<file path="src/rtl/pipelined_addsub_pkg.sv">
// Shared constants and elaboration helpers for the pipelined adder/subtractor.
// The stage count is derived from the operand and slice widths.
package pipelined_addsub_pkg;

  localparam logic OP_ADD = 1'b0;
  localparam logic OP_SUB = 1'b1;

  // Returns 0 when the geometry is illegal so the top can refuse to elaborate.
  function automatic int calc_stages(input int w, input int chunk);
    if (chunk < 1 || w < chunk || (w % chunk) != 0) return 0;
    return w / chunk;
  endfunction

endpackage

</file>
<file path="src/rtl/pipelined_addsub_n_adder_chunk.sv">
// CHUNK-bit ripple-carry slice; also exposes the carry into its MSB so the
// top slice can form the signed-overflow flag.
module adder_chunk #(
  parameter int CHUNK = 8
) (
  input  logic [CHUNK-1:0] a,
  input  logic [CHUNK-1:0] b,
  input  logic             ci,
  output logic [CHUNK-1:0] s,
  output logic             co,
  output logic             c_msb_in
);

  logic [CHUNK:0] c;

  always_comb begin
    // NOTE: every variable gets a default before the loop so no path can infer a latch.
    c    = '0;
    s    = '0;
    c[0] = ci;
    // NOTE: blocking assignments here, so each bit sees the carry produced just below it.
    for (int i = 0; i < CHUNK; i++) begin
      s[i]   = a[i] ^ b[i] ^ c[i];
      c[i+1] = (a[i] & b[i]) | (c[i] & (a[i] ^ b[i]));
    end
  end

  assign co       = c[CHUNK];
  assign c_msb_in = c[CHUNK-1];

endmodule

</file>
<file path="src/rtl/pipelined_addsub_n.sv">
// Pipelined W-bit adder/subtractor resolving one CHUNK-bit slice per stage,
// with a valid/ready handshake where every stage shifts together.
module pipelined_addsub_n
  import pipelined_addsub_pkg::*;
#(
  parameter int W     = 32,
  parameter int CHUNK = 8
) (
  input  logic         TClk,
  input  logic         TRst_n,
  input  logic         in_valid,
  output logic         in_ready,
  input  logic [W-1:0] ra,
  input  logic [W-1:0] rb,
  input  logic         cin,
  input  logic         sub,
  output logic         out_valid,
  input  logic         out_ready,
  output logic [W-1:0] Sum,
  output logic         Cout,
  output logic         Ovf,
  output logic         busy
);

  localparam int STAGES = calc_stages(W, CHUNK);
  localparam int NS     = (STAGES < 1) ? 1 : STAGES;

  if (STAGES == 0) begin : g_bad_params
    $error("pipelined_addsub_n: W must be a positive multiple of CHUNK");
  end

  logic          advance;
  logic [NS-1:0] stage_v;
  logic [W-1:0]  sum_q;
  logic          cout_q;
  logic          ovf_q;
  logic          out_v_q;

  // Stalls only when a finished result is waiting for the consumer.
  assign advance  = !out_v_q | out_ready;
  assign in_ready = advance;

  // Combinational part of each stage: stage k adds slice k of whatever is left
  // of the operands, using the carry registered by the stage before it.
  for (genvar k = 0; k < NS; k++) begin : g_stage
    localparam int REM = W - k * CHUNK;
    localparam int LOW = (k + 1) * CHUNK;

    logic [REM-1:0]   rem_a;
    logic [REM-1:0]   rem_b;
    logic [LOW-1:0]   s_full;
    logic [CHUNK-1:0] s_slice;
    logic             ci;
    logic             v_in;
    logic             co;
    logic             c_msb;

    if (k == 0) begin : g_head
      assign rem_a  = ra;
      assign rem_b  = rb ^ {W{sub == OP_SUB}};
      assign ci     = cin ^ (sub == OP_SUB);
      assign v_in   = in_valid;
      assign s_full = s_slice;
    end else begin : g_body
      assign rem_a  = g_fwd[k].a_q;
      assign rem_b  = g_fwd[k].b_q;
      assign ci     = g_fwd[k].c_q;
      assign v_in   = g_fwd[k].v_q;
      assign s_full = {s_slice, g_fwd[k].s_q};
    end

    adder_chunk #(.CHUNK(CHUNK)) u_chunk (
      .a        (rem_a[CHUNK-1:0]),
      .b        (rem_b[CHUNK-1:0]),
      .ci       (ci),
      .s        (s_slice),
      .co       (co),
      .c_msb_in (c_msb)
    );

    // Only the top slice's MSB carry says anything about signed overflow.
    if (k != NS - 1) begin : g_mid
      logic unused_c_msb;
      assign unused_c_msb = c_msb;
    end
  end

  // Inter-stage registers: unresolved upper operand bits, resolved lower sum
  // bits, the carry between slices and the transaction's valid bit.
  for (genvar j = 1; j < NS; j++) begin : g_fwd
    localparam int REM = W - j * CHUNK;

    logic [REM-1:0]       a_q;
    logic [REM-1:0]       b_q;
    logic [j*CHUNK-1:0]   s_q;
    logic                 c_q;
    logic                 v_q;

    always_ff @(posedge TClk or negedge TRst_n) begin
      // NOTE: data registers are reset along with valid, so nothing stale survives reset.
      // NOTE: non-blocking assignments so every stage samples its predecessor's old value.
      if (!TRst_n) begin
        a_q <= '0;
        b_q <= '0;
        s_q <= '0;
        c_q <= 1'b0;
        v_q <= 1'b0;
      end else if (advance) begin
        a_q <= g_stage[j-1].rem_a[REM+CHUNK-1:CHUNK];
        b_q <= g_stage[j-1].rem_b[REM+CHUNK-1:CHUNK];
        s_q <= g_stage[j-1].s_full;
        c_q <= g_stage[j-1].co;
        v_q <= g_stage[j-1].v_in;
      end
    end

    assign stage_v[j-1] = v_q;
  end

  // Last stage register doubles as the output register.
  always_ff @(posedge TClk or negedge TRst_n) begin
    if (!TRst_n) begin
      sum_q   <= '0;
      cout_q  <= 1'b0;
      ovf_q   <= 1'b0;
      out_v_q <= 1'b0;
    end else if (advance) begin
      sum_q   <= g_stage[NS-1].s_full;
      cout_q  <= g_stage[NS-1].co;
      ovf_q   <= g_stage[NS-1].co ^ g_stage[NS-1].c_msb;
      out_v_q <= g_stage[NS-1].v_in;
    end
  end

  assign stage_v[NS-1] = out_v_q;
  assign busy          = |stage_v;
  assign out_valid     = out_v_q;
  assign Sum           = sum_q;
  assign Cout          = cout_q;
  assign Ovf           = ovf_q;

endmodule

</file>
<file path="config.mk">
export PLATFORM = sky130hd
export DESIGN_NAME = pipelined_addsub_n
export DESIGN_NICKNAME = d
export VERILOG_FILES = /design/src/rtl/pipelined_addsub_pkg.sv /design/src/rtl/pipelined_addsub_n_adder_chunk.sv /design/src/rtl/pipelined_addsub_n.sv
export SDC_FILE = /design/constraint.sdc
export NUM_CORES = 1
export LEC_CHECK = 0
export CELL_PAD_IN_SITES_DETAIL_PLACEMENT = 0
export CELL_PAD_IN_SITES_GLOBAL_PLACEMENT = 1
export CORE_MARGIN = 2
export CORE_UTILIZATION = 45
export CTS_BUF_LIST = sky130_fd_sc_hd__clkbuf_8
export DETAILED_ROUTE_END_ITERATION = 8
export PLACE_DENSITY = 0.84
export SYNTH_ARGS = -nofsm -noshare
export SYNTH_HDL_FRONTEND = slang
export SYNTH_HIERARCHICAL = 1
export SYNTH_SLANG_ARGS = --single-unit
</file>
<file path="constraint.sdc">
create_clock -name TClk -period 6.1 [get_ports TClk]
set_input_delay 0.915 -clock TClk [delete_from_list [all_inputs] [get_ports TClk]]
set_output_delay 0.915 -clock TClk [all_outputs]
set_load 0.02 [all_outputs]
</file>
==> run_results.csv <==
group,metric,value,unit
floorplan,core_area,18800,um2
clock_tree,holdBufCountCts,0,
sta,rsz0062_at_grt,"false",
critical_path,slowest_delay,420,ps
detailed_routing,drt_iter0_drc,194,
clock_tree,post_cts_resize_count,0,
detailed_routing,dr.pass1.iters,4,
outcome,status,"complete, no violations",
detailed_routing,ant_nets,0,
global_routing,grt_max_degree,123,
detailed_routing,wl,13.8,mm
synth,synth_nets,605,
sta,finClkSkew,15.1,ps
job,cap_violations,0,
synth,syn_inst,503,
placement,dp_hpwl,9.26,mm
synth,synth_area_per_cell,17.2,um2
sta,setup_tns,0,ps
final_layout,syn_to_final_growth,17.1,%
global_routing,met1_usage,0.205,
final_layout,antenna_cells,0,
clock_tree,cts.path.max_buffers,2,
critical_path,arrival,4640,ps
synth,synth.area.top_cells,"dfrtp_1, mux2_4, fa_1",
synth,ys_ff_latch,185,
critical_path,cp_slowest_cell,"fa_1",
sta,fmax,233,MHz
global_routing,grt_pass1_vias,4578,
final_layout,nets,710,
placement,gp_congestion,0.735,
sta,drv_slew,0,
global_routing,grt_use_met3,0.0349,
critical_path,critPathRequiredTime,6440,ps
clock_tree,cts_tree,"done",
synth,synth_cell_types,11,
placement,pre_cts_ws,1310,ps
critical_path,cp-end-kind,"flip-flop",
sta,post-route-period-util,0.705,
global_routing,gr-total-overflow,0,
sta,worstMarginPinSlew,943,ps
floorplan,dieHeight,143,um
clock_tree,clk_latency,450,ps
critical_path,worstSetupPathType,"in -> reg",
sta,whs,487,ps
synth,synth_area_leader_cell,"dfrtp_1",
placement,portBuffers,106,
pwr,leakagePower,4.79,nW
global_routing,grt.total_usage,0.146,
sta,setup_ws,1800,ps
critical_path,crit_path_frequent_cell,"fa_1",
global_routing,grtUsageMet2,0.222,
final_layout,fillers,1512,
clock_tree,cts_setup_buffers,0,
synth,yosys.area.top_type_share,0.535,
synth,ys_seq_area_frac,0.535,
floorplan,start_util,0.461,
detailed_routing,via_count,4078,
critical_path,path_max_fanout,1,
pwr,ir_drop,0.210,mV
critical_path,path_cells,"clkdlybuf4s50_1, xor2_1, fa_1, inv_1, fa_1, inv_1, fa_1, fa_1, fa_1, fa_1, inv_1, fa_1, inv_1, fa_1, mux2_2",
final_layout,drive_above_1_share,0.361,
synth,syn_area,8660,um2
detailed_routing,vias_per_cell,4.77,
pwr,power.total,0.00518,W
detailed_routing,avgRoutedWirePerCell,16.2,um
sta,hold_viol_final,0,
clock_tree,clock_sinks,185,
critical_path,startpoint_type,"input port",
sta,min_period,4300,ps
clock_tree,htree_levels,4,
clock_tree,clockRootBuffer,"clkbuf_8",
worst_hold_path,hold_path.class,"reg -> reg",
floorplan,rows,50,
floorplan,die_w,143,um
sta,slew_headroom,0.371,
clock_tree,numCtsBuffers,17,
global_routing,grt_first_pass_wirelength,23.3,mm
global_routing,grt_busiest_layer,"met2",
floorplan,dieArea,20400,um2
global_routing,antenna_found_initial,0,
detailed_routing,drc_errors,0,
sta,finalSetupViolations,0,
synth,ys_warn_count,6,
floorplan,io_pins,107,
clock_tree,cts.reportedPaths.clkPinSlew,90,ps
pwr,power.density,511,nW/um2
## synth_stat cells
cell type / count
inv_1: 40
buf_2: 8
xor2_1: 34
buf_6: 6
mux2_4: 138
fa_1: 32
nand2b_1: 2
mux2_2: 46
dfrtp_1: 185
buf_12: 11
or4_1: 1
## final cells by class
class | instances | area [um2] | area share
inverter | 40 | 150 | 0.0148
clock inverter | 12 | 136 | 0.0135
tap | 234 | 293 | 0.0289
sequential | 185 | 4630 | 0.457
clock buffer | 20 | 275 | 0.0272
multi-input combinational | 253 | 3560 | 0.351
timing repair buffer | 111 | 1100 | 0.108
## registers in the layout, summed over array words and instances, names as in the netlist
name,count
Sum,32
g_fwd.b_q,48
g_fwd.v_q,3
Cout,1
Ovf,1
g_fwd.a_q,48
out_valid,1
g_fwd.c_q,3
g_fwd.s_q,48
## worst max-delay path: cells and delay by family
| kind | cells | cell delay [ps] |
|---|---|---|
| xor gates and xnor gates | 1 | 160 |
| adders and majority gates | 8 | 2620 |
| buffers and inverters | 5 | 660 |
| muxes | 1 | 260 |
## routing by layer
layer | vias up | routed length (um)
met2 | 76 | 6430
li1 | 1871 | -
met5 | - | 0
met1 | 2111 | 6630
met3 | 20 | 540
met4 | 0 | 252
## per-stage QoR
stage / instance area, um2 / cells / util
3_3_place_gp: 9730 / 823 / 0.518
2_1_floorplan: 8660 / 503 / -
6_report: 10100 / 855 / 0.540
4_1_cts: 10100 / 855 / 0.540
3_5_place_dp: 9730 / 823 / 0.518
5_1_grt: 10100 / 855 / 0.540
## final timing paths
check	cells after the start	startpoint	endpoint	slack [ps]
max	15	rb[0]	g_fwd[1].s_q[7]$_DFFE_PN0P_	1800
min	1	g_fwd[3].v_q$_DFFE_PN0P_	out_valid$_DFFE_PN0P_	490
max reg2reg	14	g_fwd[3].a_q[0]$_DFFE_PN0P_	Ovf$_DFFE_PN0P_	2210
min reg2reg	1	g_fwd[3].v_q$_DFFE_PN0P_	out_valid$_DFFE_PN0P_	490
max in group asynchronous	2	TRst_n	g_fwd[2].b_q[0]$_DFFE_PN0P_	4120
min in group asynchronous	1	TRst_n	g_fwd[2].a_q[11]$_DFFE_PN0P_	600
## power breakdown
part	switching [W]	internal, W
clock	0.000439	0.000402
combinational	0.000803	0.00139
sequential	0.000361	0.00179
## layout by cell type, fill, tap and decap left out
| cell type | instances |
|---|---|
| dfrtp_1 | 185 |
| mux2_4 | 138 |
| clkdlybuf4s50_1 | 104 |
| mux2_2 | 46 |
| inv_1 | 40 |
| xor2_1 | 34 |
| fa_1 | 32 |
| clkbuf_8 | 21 |
| buf_4 | 5 |
| inv_6 | 4 |
| clkinvlp_4 | 3 |
| bufinv_16 | 2 |
| clkinv_2 | 2 |
| nand2b_4 | 1 |
| or4_1 | 1 |
| nand2b_1 | 1 |
| clkinv_4 | 1 |
| buf_2 | 1 |
## cell families (layout without fill, tap and decap cells)
| group | Yosys count | count (layout) | synth area share |
|---|---|---|---|
| and+or+nand+nor | 3 | 3 | 0.00231 |
| adders and majority gates | 32 | 32 | 0.0740 |
| xor gates and xnor gates | 34 | 34 | 0.0344 |
| muxes | 184 | 184 | 0.299 |
| DFF | 185 | 185 | 0.535 |
| buffers and inverters | 65 | 183 | 0.0552 |
No activity file was read; power rests on OpenSTA's default activity.
